File: config.mk
export PLATFORM = sky130hd
export DESIGN_NAME = gpio_bus_arb
export DESIGN_NICKNAME = d
export VERILOG_FILES = /design/src/rtl/gpio_bus_arb.sv
export SDC_FILE = /design/constraint.sdc
export NUM_CORES = 1
export LEC_CHECK = 0
export ABC_AREA = 1
export ABC_CLOCK_PERIOD_IN_PS = 5000
export BUFFER_PORTS_ARGS = -buffer_cell sky130_fd_sc_hd__clkbuf_2
export CAP_MARGIN = 20
export CORE_AREA = 2 2 125 127
export DETAILED_ROUTE_END_ITERATION = 7
export DIE_AREA = 0 0 127 129
export SKIP_CTS_REPAIR_TIMING = 1
export SLEW_MARGIN = 25
export SYNTH_ARGS = -nofsm -noshare
export SYNTH_HDL_FRONTEND = slang
export SYNTH_SLANG_ARGS = --single-unit
export TNS_END_PERCENT = 1
File: constraint.sdc
create_clock -name clk -period 5 [get_ports clk]
set_input_delay 0.25 -clock clk [delete_from_list [all_inputs] [get_ports clk]]
set_output_delay 0.25 -clock clk [all_outputs]
set_load 0.03 [all_outputs]
File: src/rtl/gpio_bus_arb.sv
// gpio_bus_arb -- two-master arbiter in front of the single GPIO register port.
//
// One transaction is outstanding at a time. In IDLE a winner is chosen
// (round-robin, or master 0 first when FIXED_PRIO=1). Its request is latched
// and presented to the slave (REQ). The slave response is then routed back to
// that master (RSP). A 16-bit watchdog forces an error completion (ERR) if the
// slave does not finish within TIMEOUT cycles of REQ+RSP.
//
// Ports:
//   clk, rst_n                  clock, synchronous active-low reset
//   mN_addr_i/data_i/sel_i/we_i master N request fields (N = 0, 1)
//   mN_req_valid_i/req_ready_o  master N request handshake
//   mN_rsp_valid_o/rsp_ready_i  master N response handshake
//   mN_data_o, mN_err_o         master N read data, timeout error flag
//   s_addr_o/data_o/sel_o/we_o  slave request fields (from latched registers)
//   s_req_valid_o/req_ready_i   slave request handshake
//   s_rsp_valid_i/rsp_ready_o   slave response handshake
//   s_data_i                    slave read data
module gpio_bus_arb #(
  parameter bit          FIXED_PRIO = 1'b0,
  parameter int unsigned TIMEOUT    = 255
) (
  input  logic        clk,
  input  logic        rst_n,
  input  logic [31:0] m0_addr_i,
  input  logic [31:0] m0_data_i,
  input  logic [3:0]  m0_sel_i,
  input  logic        m0_we_i,
  input  logic        m0_req_valid_i,
  output logic        m0_req_ready_o,
  output logic        m0_rsp_valid_o,
  input  logic        m0_rsp_ready_i,
  output logic [31:0] m0_data_o,
  output logic        m0_err_o,
  input  logic [31:0] m1_addr_i,
  input  logic [31:0] m1_data_i,
  input  logic [3:0]  m1_sel_i,
  input  logic        m1_we_i,
  input  logic        m1_req_valid_i,
  output logic        m1_req_ready_o,
  output logic        m1_rsp_valid_o,
  input  logic        m1_rsp_ready_i,
  output logic [31:0] m1_data_o,
  output logic        m1_err_o,
  output logic [31:0] s_addr_o,
  output logic [31:0] s_data_o,
  output logic [3:0]  s_sel_o,
  output logic        s_we_o,
  output logic        s_req_valid_o,
  input  logic        s_req_ready_i,
  input  logic        s_rsp_valid_i,
  output logic        s_rsp_ready_o,
  input  logic [31:0] s_data_i
);

  typedef enum logic [1:0] {IDLE, REQ, RSP, ERR} state_e;

  // Last cycle of the REQ+RSP budget: leaving it without completion means ERR.
  localparam logic [15:0] CNT_LAST = 16'(TIMEOUT - 1);

  state_e      state_q, state_d;
  logic        ptr_q, ptr_d;    // master favoured on contention (round-robin)
  logic        gnt_q, gnt_d;    // granted master ID
  logic [15:0] cnt_q, cnt_d;
  logic [31:0] addr_q, addr_d;
  logic [31:0] data_q, data_d;
  logic [3:0]  sel_q, sel_d;
  logic        we_q, we_d;

  logic win1;         // master 1 wins arbitration this cycle
  logic gnt_rsp_rdy;  // rsp_ready of the granted master

  assign win1        = m1_req_valid_i & (~m0_req_valid_i | (~FIXED_PRIO & ptr_q));
  assign gnt_rsp_rdy = gnt_q ? m1_rsp_ready_i : m0_rsp_ready_i;

  assign s_addr_o = addr_q;
  assign s_data_o = data_q;
  assign s_sel_o  = sel_q;
  assign s_we_o   = we_q;

  always_comb begin
    // NOTE: every signal gets a default first so no path through the case leaves it unassigned (no latches).
    state_d        = state_q;
    ptr_d          = ptr_q;
    gnt_d          = gnt_q;
    cnt_d          = cnt_q;
    addr_d         = addr_q;
    data_d         = data_q;
    sel_d          = sel_q;
    we_d           = we_q;
    m0_req_ready_o = 1'b0;
    m1_req_ready_o = 1'b0;
    m0_rsp_valid_o = 1'b0;
    m1_rsp_valid_o = 1'b0;
    m0_data_o      = '0;
    m1_data_o      = '0;
    m0_err_o       = 1'b0;
    m1_err_o       = 1'b0;
    s_req_valid_o  = 1'b0;
    s_rsp_ready_o  = 1'b0;

    unique case (state_q)
      IDLE: begin
        // Acceptance is held off while reset is asserted so outputs stay 0.
        if (rst_n && (m0_req_valid_i || m1_req_valid_i)) begin
          gnt_d   = win1;
          addr_d  = win1 ? m1_addr_i : m0_addr_i;
          data_d  = win1 ? m1_data_i : m0_data_i;
          sel_d   = win1 ? m1_sel_i  : m0_sel_i;
          we_d    = win1 ? m1_we_i   : m0_we_i;
          cnt_d   = '0;
          state_d = REQ;
          if (win1) m1_req_ready_o = 1'b1;
          else      m0_req_ready_o = 1'b1;
        end
      end

      REQ: begin
        s_req_valid_o = 1'b1;
        cnt_d         = cnt_q + 16'd1;
        if (cnt_q == CNT_LAST)  state_d = ERR;
        else if (s_req_ready_i) state_d = RSP;
      end

      RSP: begin
        s_rsp_ready_o = gnt_rsp_rdy;
        cnt_d         = cnt_q + 16'd1;
        if (gnt_q) begin
          m1_rsp_valid_o = s_rsp_valid_i;
          m1_data_o      = s_data_i;
        end else begin
          m0_rsp_valid_o = s_rsp_valid_i;
          m0_data_o      = s_data_i;
        end
        // A response in the final budget cycle still completes normally.
        if (s_rsp_valid_i && gnt_rsp_rdy) begin
          state_d = IDLE;
          if (!FIXED_PRIO) ptr_d = ~gnt_q;
        end else if (cnt_q == CNT_LAST) begin
          state_d = ERR;
        end
      end

      ERR: begin
        if (gnt_q) begin
          m1_rsp_valid_o = 1'b1;
          m1_err_o       = 1'b1;
        end else begin
          m0_rsp_valid_o = 1'b1;
          m0_err_o       = 1'b1;
        end
        if (gnt_rsp_rdy) begin
          state_d = IDLE;
          if (!FIXED_PRIO) ptr_d = ~gnt_q;
        end
      end

      default: state_d = IDLE;
    endcase
  end

  always_ff @(posedge clk) begin
    // NOTE: sequential state uses non-blocking assignments so all registers update together at the edge.
    if (!rst_n) begin
      // NOTE: the latched request is reset too, because s_* outputs are driven straight from it.
      state_q <= IDLE;
      ptr_q   <= 1'b0;
      gnt_q   <= 1'b0;
      cnt_q   <= '0;
      addr_q  <= '0;
      data_q  <= '0;
      sel_q   <= '0;
      we_q    <= 1'b0;
    end else begin
      state_q <= state_d;
      ptr_q   <= ptr_d;
      gnt_q   <= gnt_d;
      cnt_q   <= cnt_d;
      addr_q  <= addr_d;
      data_q  <= data_d;
      sel_q   <= sel_d;
      we_q    <= we_d;
    end
  end

endmodule

## After elaboration in Yosys (flattened, before gate mapping)

Cells that the tools add are included.

- Register bits after elaboration: 89
- Input bits: 178
- Output and inout bits: 141
- Logic and storage cells: 70

- $add $sub $neg: 1
- Eq/ne operators: 9
- Mux-type cells: 37
- Bitwise operators: 4
- Reduce and logical (&&, ||, !) cells: 11

Operators with widths:

| operator | number |
|---|---|
| $mux 32 | 6 |
| $pmux 16 s2 | 1 |
| $mux 1 | 18 |
| $add 16x1->16 const B | 1 |
| $eq 16x8->1 const B | 1 |
| $mux 16 | 1 |
| $mux 2 | 6 |
| $pmux 2 s4 | 1 |
| $ne 2x2->1 const B | 3 |
| $ne 3x3->1 const B | 2 |
| $pmux 1 s2 | 3 |
| $eq 2x2->1 const B | 2 |
| $mux 4 | 1 |
| $reduce_and 2->1 | 2 |
| $reduce_and 4->1 | 1 |
| $reduce_bool 2->1 | 2 |
| $reduce_and 3->1 | 1 |
| $eq 2x1->1 const B | 1 |
| $logic_and 1x1->1 | 2 |
| $logic_not 2->1 | 1 |
| $not 1->1 | 2 |
| $reduce_or 2->1 | 1 |
| $and 1x1->1 | 1 |
| $logic_or 1x1->1 | 1 |
| $or 1x1->1 | 1 |

## Longest topological paths before layout

Gate-level depths: netlist (run 1).

- Depth in word-level cells: 6
- Mapped depth: 10
- Mapped depth without buffers: 10

## Worst setup path after synthesis (run 1)

No wires, ideal clock.

- Kind: register to output
- Start: register state_q[0]
- End: output port m1_rsp_valid_o
- Arrival: 1.471 ns
- Data required time: 4.750 ns
- Path slack: 3.279 ns
- Cell stages (with the launch flop): 5
- Path through: dfxtp_1 inv_1 ha_1 nand2_1 o21ai_0

- Longest elaborated chain between the ends: 2

RTL lines:

| item | line | source |
|---|---|---|
| from (decl) | 61 | `state_e state_q, state_d;` |
| from (signal assigned) | 175 | `state_q <= state_d;` |
| $eq 2x2->1 | 102 | `unique case (state_q)` |
| $pmux 1 s2 (*) | 102 |  |
| to (decl) | 41 | `output logic m1_rsp_valid_o,` |

Every way passes the cells marked *; elsewhere a longest branch is shown, timed or not.

## Worst setup path in the final report (run 1)

- Start: register state_q[0]
- End: output port m1_req_ready_o

- Longest elaborated chain between the ends: 2

RTL lines:

| item | line | source |
|---|---|---|
| $logic_not 2->1 | 102 |  |
| $mux 1 | 102 |  |
| to (decl) | 40 | `output logic m1_req_ready_o,` |

No other way between the ends.

==> qor.txt, run 1 <==
grt ovf: 0
DRT Wirelength: 16.2 mm
DP HPWL: 12.5 mm
Final Wtd Congestion: 0.792
Routed Antenna Nets: 0
Clock power frac: 0.256
Pre-Repair DR Iteration Count: 5
final net count: 1158
sequential fraction of the synthesis area: 0.406
largest net degree at the start of global routing: 74
syn_area_per_cell: 6.46 um2
Hold Fails Final Rpt: 0
later-pin clock latency in the skew report: 0.34 ns
vias in the first global route: 4692
layout cells sized above 1: 0.352
synthesized cell area: 4390 um2
Final min period: 3.03 ns
Slowest Stage Delay on Critical Path: 0.84 ns
Leak: 0.00321 uW
yosys synthesis warning count: 0
antenna cells: 0
hold slack: 0.140 ns
Worst Clk Skew: 0.0113 ns
drt wl/cell: 13.9 um
max-slew violations: 0
num ports: 319
Seq pwr share: 0.355
syn_nets: 864
vias per inst: 4.54
Initial Util: 0.293
Max Freq: 330 MHz
clk root buf: clkbuf_16
GRT Total Usage: 0.188
routed via count: 5297
P per Cell Area: 394 nW/um2
distinct cell type count after synthesis: 22
setup TNS: 0 ns
Top Family by Delay on Critical Path: simple AND/OR/NAND/NOR gates
Worst-path clk slew: 0.07 ns
flops & latches, synth: 89
Crit Path Max Fanout: 35
WP data arrival: 2.78 ns
row count: 45
Sw Share: 0.425
r2r setup slk: 2.03 ns
CP Buf/Inv Count: 2
slowest CP cell: nor2_4
Die Span X: 127 um
unrepaired setup endpoints after global routing: no
Hold Crit Class: in2reg
Net Switching: 1060 uW
port bufs: 318
Peak supply drop: 0.146 mV
Setup crit end kind: output pin
Slew @ Worst Pin: 1.01 ns
Clock Sinks: 89
relative slew slack: 0.327
TritonCTS clock tree: yes
fill cell count: 1639
die area: 16400 um2
die height: 129 um
max-cap violation count: 0
Worst EP required: 4.75 ns
first-pass GRT wire length: 24.1 mm
synthesized netlist cell count: 679
worst setup path category: reg2out
CTS HTree Levels: 3
CTS max path bufs: 2
final setup vio count: 0
Comb pwr share: 0.388
DR iter-0 viols: 233
number of antenna violations at the first check in global routing: 0
status: finished clean
DRC viols: 0
TritonCTS Buffers: 9
crit-path cells: inv_1 > ha_1 > nand3_2 > nor2_4 > clkbuf_2
core area: 15000 um2
Tcrit/Tclk final: 0.607
Worst setup SP type: flop
Area Growth Syn to Fin: 43.9%
internal power: 1430 uW
cells in the mapped netlist:
cell type  instances  area, um2
o21ai_2            1       8.76
a21oi_1           12       60.1
nand2_1          260        976
buf_2              8       40.0
o21ai_0            9       45.0
and2_1             1       6.26
nand4_1            4       25.0
clkbuf_1          21       78.8
dfxtp_1           89       1780
nand3b_1           1       7.51
nand3_1           13       65.1
a211oi_1           2       15.0
buf_4              3       22.5
a31oi_1           69        432
o22ai_1            1       6.26
nor2_1            97        364
ha_1               7       87.6
buf_6              7       78.8
nor3_1             5       25.0
and3_1             1       6.26
inv_1             67        251
nor2_2             1       6.26
power by group through the flow:
| stage | Sequential (uW) | Clock (uW) | Combinational, uW |
|---|---|---|---|
| global placement | 899 | 0 | 974 |
| detailed placement | 895 | 0 | 974 |
| floorplan | 1060 | 0 | 524 |
| finish | 884 | 637 | 966 |
| CTS | 883 | 657 | 977 |
| global route | 898 | 689 | 1060 |
worst reg2reg max path, cell delays in order, from the launching register on:
cell	delay, ns
dfxtp_1	0.34
inv_1	0.14
ha_1	0.24
nand3_2	0.55
nor2_4	0.84
buf_4	0.50
nand2_1	0.13
a31oi_1	0.17
layout by cell type (no fill, tap or decap), drive strengths merged, types with 5 or more instances in the layout:
| master | Yosys | final |
|---|---|---|
| nand2 | 260 | 260 |
| clkbuf | 21 | 328 |
| inv | 67 | 68 |
| nor2 | 98 | 98 |
| nand3 | 13 | 13 |
| ha | 7 | 7 |
| a31oi | 69 | 69 |
| dfxtp | 89 | 89 |
| o21ai | 10 | 10 |
| a21oi | 12 | 12 |
| nor3 | 5 | 5 |
state kept, by name (all words and copies together) (netlist names):
register  cells
s_addr_o     32
s_data_o     32
cnt_q        16
s_sel_o       4
state_q       2
gnt_q         1
ptr_q         1
s_we_o        1
cell type report:
| class | instances | area (um2) | area share |
|---|---|---|---|
| Multi-Input combinational cell | 484 | 2150 | 0.341 |
| Sequential cell | 89 | 1780 | 0.282 |
| Timing Repair Buffer | 322 | 1620 | 0.257 |
| Inverter | 67 | 251 | 0.0398 |
| Tap cell | 188 | 235 | 0.0372 |
| Clock buffer | 10 | 229 | 0.0363 |
| Clock inverter | 6 | 43.8 | 0.00693 |
final timing paths:
path,depth (start not counted),from,end
max,5,state_q[0],m1_req_ready_o
min,3,m0_addr_i[7],s_addr_o[7]
max reg2reg,7,state_q[0],s_addr_o[22]
min reg2reg,2,ptr_q,ptr_q
routing by layer:
layer,part of all wire,wire length [um],vias to the layer above,track usage
li1,-,-,2735,-
met1,0.40,6520,2304,0.215
met2,0.50,8110,235,0.345
met3,0.078,1260,23,0.0486
met4,0.018,284,0,0.0549
met5,0,0,-,0
stage by stage:
stage / utilization / instances / setup WS [ns] / total power (uW) / instance area, um2
3_3_place_gp: 0.403 / 1150 / 1.99 / 1870 / 6040
4_1_cts: 0.421 / 1166 / 1.82 / 2520 / 6310
3_5_place_dp: 0.403 / 1150 / 1.93 / 1870 / 6040
5_1_grt: 0.422 / 1166 / 1.64 / 2640 / 6320
6_report: 0.422 / 1166 / 1.97 / 2490 / 6320
2_1_floorplan: - / 679 / 3.28 / 1580 / 4390
kinds of logic after synthesis:
family | after synthesis | synth area share
flops | 89 | 0.406
simple gates | 383 | 0.338
fa+ha+maj | 7 | 0.0200
buf+inv | 106 | 0.107
compound gates | 94 | 0.129
No activity file was read; power rests on OpenSTA's default activity.
==> inputs of run 2 (changes only) <==
--- a/config.mk
+++ b/config.mk
@@ -5,13 +5,14 @@
 export SDC_FILE = /design/constraint.sdc
 export NUM_CORES = 1
 export LEC_CHECK = 0
-export ABC_AREA = 1
-export ABC_CLOCK_PERIOD_IN_PS = 5000
+export ABC_AREA = 0
+export ABC_CLOCK_PERIOD_IN_PS = 2700
 export BUFFER_PORTS_ARGS = -buffer_cell sky130_fd_sc_hd__clkbuf_2
 export CAP_MARGIN = 20
-export CORE_AREA = 2 2 125 127
+export CORE_AREA = 2 2 124 126
 export DETAILED_ROUTE_END_ITERATION = 7
-export DIE_AREA = 0 0 127 129
+export DIE_AREA = 0 0 126 128
+export PLACE_DENSITY = 0.66
 export SKIP_CTS_REPAIR_TIMING = 1
 export SLEW_MARGIN = 25
 export SYNTH_ARGS = -nofsm -noshare
==> constraint.sdc (replaced) <==
create_clock -name clk -period 2.7 [get_ports clk]
set_input_delay 0.135 -clock clk [delete_from_list [all_inputs] [get_ports clk]]
set_output_delay 0.135 -clock clk [all_outputs]
set_load 0.03 [all_outputs]
==> qor.txt, run 2 <==
commonest non-fill, non-tap cell in the layout: clkbuf_2
top post-synthesis cells by count: dfxtp_1, nor2_1, a211oi_1, mux2i_1, and2_1
relative slew slack: 0.446 (+0.119)
GRT Total Usage: 0.160 (-0.0274)
final net count: 1006 (-13%)
DP HPWL: 10.8 mm (-14%)
worst reg2reg endpoint: cnt_q[10]
Synth async-reset ratio: 0 (unchanged)
Tcrit/Tclk final: 0.851
reg2reg path depth: 6 (-1)
final setup vio count: 0 (unchanged)
unrepaired setup endpoints after global routing: no
P per Cell Area: 779 nW/um2 (+98%)
leading area contributor after synthesis: dfxtp_1
Slew @ Worst Pin: 0.831 ns (-0.177 ns)
synthesized netlist cell count: 523 (-23%)
Initial Util: 0.311 (+0.0184)
distinct cell type count after synthesis: 38 (+73%)
drt wl/cell: 13.5 um (-2.5%)
Hold Crit Class: in2reg
layout cells sized above 1: 0.430 (+0.0780)
Routed Antenna Nets: 0 (unchanged)
most frequent cells in the layout: clkbuf_2, dfxtp_1, nor2_1
TritonCTS clock tree: yes
antenna cells: 0 (unchanged)
syn_area_per_cell: 8.85 um2 (+37%)
status: finished clean
synthesized cell area: 4630 um2 (+5.5%)
die height: 128 um (-0.78%)
Peak supply drop: 0.377 mV (+160%)
Setup crit end kind: output pin
vias in the first global route: 4221 (-10%)
num ports: 319 (unchanged)
top-area cell type share of the netlist area: 0.385 (-0.0211)
yosys synthesis warning count: 0 (unchanged)
DRT Wirelength: 13.7 mm (-15%)
vias per inst: 4.62 (+1.6%)
Primary FF master, synth: dfxtp_1
core area: 14900 um2 (-0.75%)
Clock Sinks: 89 (unchanged)
DRC viols: 0 (unchanged)
CTS max path bufs: 2 (unchanged)
routed via count: 4682 (-12%)
r2r setup slk: 0.63 ns (-1.40 ns)
port bufs: 318 (unchanged)
final worst slack: 0.403 ns (-1.56 ns)
Max Freq: 435 MHz
Design Power: 5240 uW (+110%)
largest net degree at the start of global routing: 75 (+1.4%)
clk root buf: clkbuf_16
Worst setup SP type: flop
Synth area leaders: dfxtp_1, mux2i_1, a211oi_1
Area Growth Syn to Fin: 45.2%
Final Wtd Congestion: 0.778 (-1.8%)
die area: 16100 um2 (-1.6%)
number of antenna violations at the first check in global routing: 0 (unchanged)
Die Span X: 126 um (-0.79%)
Worst R2R Start: state_q[1]
WHS Path Cells: 3 (unchanged)
CTS HTree Levels: 3 (unchanged)
worst setup path category: reg2out
max-slew violations: 0 (unchanged)
row count: 45 (unchanged)
Worst Clk Skew: 0.00619 ns (-0.00512 ns)
Post-synth EDFFs: 0 (unchanged)
Worst EP required: 2.57 ns (-2.18 ns)
TritonCTS Buffers: 9 (unchanged)
Hold Fails Final Rpt: 0 (unchanged)
Leak: 0.00362 uW (+13%)
Crit Path Max Fanout: 17 (-51%)
Hold Crit Endpoint: s_addr_o[18]
Worst-path clk slew: 0.07 ns (about the same)
sequential fraction of the synthesis area: 0.385 (-0.0211)
Hold Crit Start: m1_addr_i[18]
DR iter-0 viols: 222 (-4.7%)
Pre-Repair DR Iteration Count: 6 (+1)
Place WS: 0.659 ns (-1.27 ns)
Final min period: 2.30 ns
max-cap violation count: 0 (unchanged)
syn_nets: 708 (-18%)
setup TNS: 0 ns (unchanged)
first-pass GRT wire length: 21.1 mm (-12%)
WP data arrival: 2.16 ns (-0.62 ns)
later-pin clock latency in the skew report: 0.33 ns (about the same)
flops & latches, synth: 89 (unchanged)
grt ovf: 0 (unchanged)
## run 2: critical path, stage by stage, from the launching register on
cell and delay (ns):
dfxtp_1 0.33, inv_1 0.15, ha_1 0.26, o21ai_1 0.15, nor2_4 0.41, buf_12 0.21
and2_1 0.12, clkbuf_2 0.20
## run 2: layer usage
| layer | up-vias | routed length, um | track usage |
|---|---|---|---|
| li1 | 2467 | - | - |
| met4 | 0 | 105 | 0.0304 |
| met5 | - | 0 | 0 |
| met3 | 8 | 890 | 0.0463 |
| met1 | 2055 | 5900 | 0.201 |
| met2 | 152 | 6820 | 0.277 |
## run 2: kinds of logic (layout without fill, tap and decap cells)
family          after synthesis  in the layout  synth area share
mux                          71             71             0.154
compound gates               97             97             0.157
flops                        89             89             0.385
simple gates                196            196             0.219
fa+ha+maj                     7              7            0.0189
buf+inv                      51            354            0.0446
xor+xnor                     12             12            0.0227
## run 2: cell type report
| class | instances | area [um2] |
|---|---|---|
| clock inverter | 5 | 62.6 |
| inverter | 8 | 30.0 |
| clock buffer | 11 | 233 |
| multi-input combinational | 383 | 2660 |
| fill | 1568 | 8140 |
| sequential | 89 | 1780 |
| timing repair buffer | 330 | 1720 |
| tap | 188 | 235 |
## run 2: worst max-delay path by stage
stage,startpoint,to,slack [ns],cells past startpoint
after floorplan,state_q[0],m0_req_ready_o,0.77,7
after global placement,state_q[1],cnt_q[14],0.69,6
after detailed placement,state_q[1],cnt_q[10],0.66,6
after CTS,state_q[0],m0_req_ready_o,0.34,7
after global routing,state_q[0],m0_req_ready_o,0.20,7
final,state_q[0],m0_req_ready_o,0.40,7
## run 2: through the flow
stage / util / hold WS (ns) / std cells / instance area [um2]
3_5_place_dp: 0.432 / 0.466 / 998 / 6430
2_1_floorplan: - / 0.257 / 523 / 4630
3_3_place_gp: 0.432 / 0.452 / 998 / 6430
5_1_grt: 0.452 / 0.120 / 1014 / 6720
4_1_cts: 0.452 / 0.0954 / 1014 / 6720
6_report: 0.452 / 0.110 / 1014 / 6720
## run 2: where the power goes
group / total, uW / leakage [uW] / internal [uW] / switching (uW)
combinational: 2260 / 0.00275 / 762 / 1490
sequential: 1730 / 0.000732 / 1580 / 151
clock: 1250 / 0.000137 / 725 / 526
total: 5240 / 0.00362 / 3070 / 2170
==> inputs of run 3 (changes only) <==
--- a/config.mk
+++ b/config.mk
@@ -8,11 +8,11 @@
 export ABC_AREA = 0
 export ABC_CLOCK_PERIOD_IN_PS = 2700
 export BUFFER_PORTS_ARGS = -buffer_cell sky130_fd_sc_hd__clkbuf_2
-export CAP_MARGIN = 20
 export CORE_AREA = 2 2 124 126
 export DETAILED_ROUTE_END_ITERATION = 7
 export DIE_AREA = 0 0 126 128
 export PLACE_DENSITY = 0.66
+export RECOVER_POWER = 100
 export SKIP_CTS_REPAIR_TIMING = 1
 export SLEW_MARGIN = 25
 export SYNTH_ARGS = -nofsm -noshare
==> qor.txt, run 3 (same netlist as run 2, synthesis figures left out) <==
relative slew slack: 0.175 (-0.271)
die area: 16100 um2 (unchanged)
Initial Util: 0.311 (unchanged)
Place WS: 0.659 ns (unchanged)
commonest non-fill, non-tap cell in the layout: clkbuf_2
num ports: 319 (unchanged)
port bufs: 318 (unchanged)
Die Span X: 126 um (unchanged)
Hold Crit Class: in2reg
Clock Sinks: 89 (unchanged)
slowest CP cell: clkbuf_2
busiest grt layer: met2
antenna cells: 0 (unchanged)
clk root buf: clkbuf_16
vias per inst: 4.61 (-0.19%)
most frequent cells in the layout: clkbuf_2, clkbuf_1, dfxtp_1
unrepaired setup endpoints after global routing: no
TritonCTS Buffers: 9 (unchanged)
GRT Total Usage: 0.160 (unchanged)
Setup crit start: state_q[0]
later-pin clock latency in the skew report: 0.33 ns (about the same)
status: finished clean
Worst R2R Start: state_q[0]
Slew @ Worst Pin: 1.24 ns (+0.406 ns)
number of antenna violations at the first check in global routing: 0 (unchanged)
Hold Fails Final Rpt: 0 (unchanged)
met2 GRT Util: 0.277 (unchanged)
max-slew violations: 0 (unchanged)
largest net degree at the start of global routing: 75 (unchanged)
row count: 45 (unchanged)
Routed Antenna Nets: 0 (unchanged)
die height: 128 um (unchanged)
final worst slack: 0.285 ns (-0.119 ns)
Final Wtd Congestion: 0.778 (unchanged)
P per Cell Area: 786 nW/um2 (+0.82%)
final net count: 1006 (unchanged)
Tcrit/Tclk final: 0.894 (+0.0439)
TritonCTS clock tree: yes
Final min period: 2.42 ns (+0.119 ns)
DRT Wirelength: 13.8 mm (+0.52%)
met3 usage: 0.0463 (unchanged)
Max Freq: 414 MHz (-4.9%)
Worst EP required: 2.57 ns (about the same)
DP HPWL: 10.8 mm (unchanged)
layout cells sized above 1: 0.301 (-0.128)
Design Power: 5150 uW (-1.7%)
DRC viols: 0 (unchanged)
crit-path cells: inv_1 > ha_1 > clkbuf_2 > and3_1 > clkbuf_1
worst setup path category: reg2out
grt ovf: 0 (unchanged)
CP Buf/Inv Count: 3 (unchanged)
Hold Crit Start: m1_addr_i[18]
drt wl/cell: 13.6 um (+0.52%)
setup TNS: 0 ns (unchanged)
fill cell count: 1622 (+3.4%)
Slowest Stage Delay on Critical Path: 0.46 ns (+0.05 ns)
Setup crit end kind: output pin
WP data arrival: 2.28 ns (+0.12 ns)
hold slack: 0.110 ns (-0.000203 ns)
CTS HTree Levels: 3 (unchanged)
CTS max path bufs: 2 (unchanged)
Peak supply drop: 0.361 mV (-4.3%)
Pre-Repair DR Iteration Count: 4 (-2)
Leak: 0.00325 uW (-10%)
Area Growth Syn to Fin: 41.6%
Top Family by Delay on Critical Path: buffers and inverters
final setup vio count: 0 (unchanged)
core area: 14900 um2 (unchanged)
DR iter-0 viols: 186 (-16%)
met1 Track Usage GR: 0.201 (unchanged)
Crit Path Max Fanout: 27 (+10)
first-pass GRT wire length: 21.1 mm (unchanged)
Worst-path clk slew: 0.07 ns (about the same)
Worst setup SP type: flop
Worst Clk Skew: 0.00632 ns (+0.000128 ns)
max-cap violation count: 0 (unchanged)
routed via count: 4673 (-0.19%)
vias in the first global route: 4221 (unchanged)
## run 3: cell types whose count changed in the layout (fill, tap and decap cells not counted), sizes merged
cell    delta
buf        -6
clkbuf     +6
## run 3: area by class of cell
type	count	area, um2	share of cell area
inverter	8	30.0	0.00458
multi-input combinational	383	2650	0.404
clock inverter	5	62.6	0.00954
clock buffer	11	233	0.0355
timing repair buffer	330	1560	0.239
tap	188	235	0.0359
sequential	89	1780	0.272
## run 3: path summary, 6_finish.rpt
kind,to,slack [ns],depth (start not counted)
setup / recovery,m1_data_o[26],0.28,5
hold / removal,s_addr_o[18],0.11,3
setup reg to reg,cnt_q[11],0.39,7
hold reg to reg,s_data_o[17],0.50,2
## run 3: tightest hold or removal path: stages
cell      delay [ns]
clkbuf_2        0.08
mux2i_1         0.11
a211oi_1        0.08
## run 3: stage by stage
| stage | utilization | instance area [um2] | cells |
|---|---|---|---|
| after floorplan | - | 4630 | 523 |
| after global placement | 0.432 | 6430 | 998 |
| after detailed placement | 0.432 | 6430 | 998 |
| after CTS | 0.452 | 6720 | 1014 |
| after global routing | 0.441 | 6560 | 1014 |
| final | 0.441 | 6560 | 1014 |
## run 3: where the power goes
group,switching [uW],internal (uW)
logic,1490,677
clock network,531,725
registers,150,1580
total,2170,2980
## run 3: per-layer routing
layer	up-vias	routed length, um
li1	2466	-
met3	6	887
met5	-	0
met4	0	85
met1	2054	5980
met2	147	6840
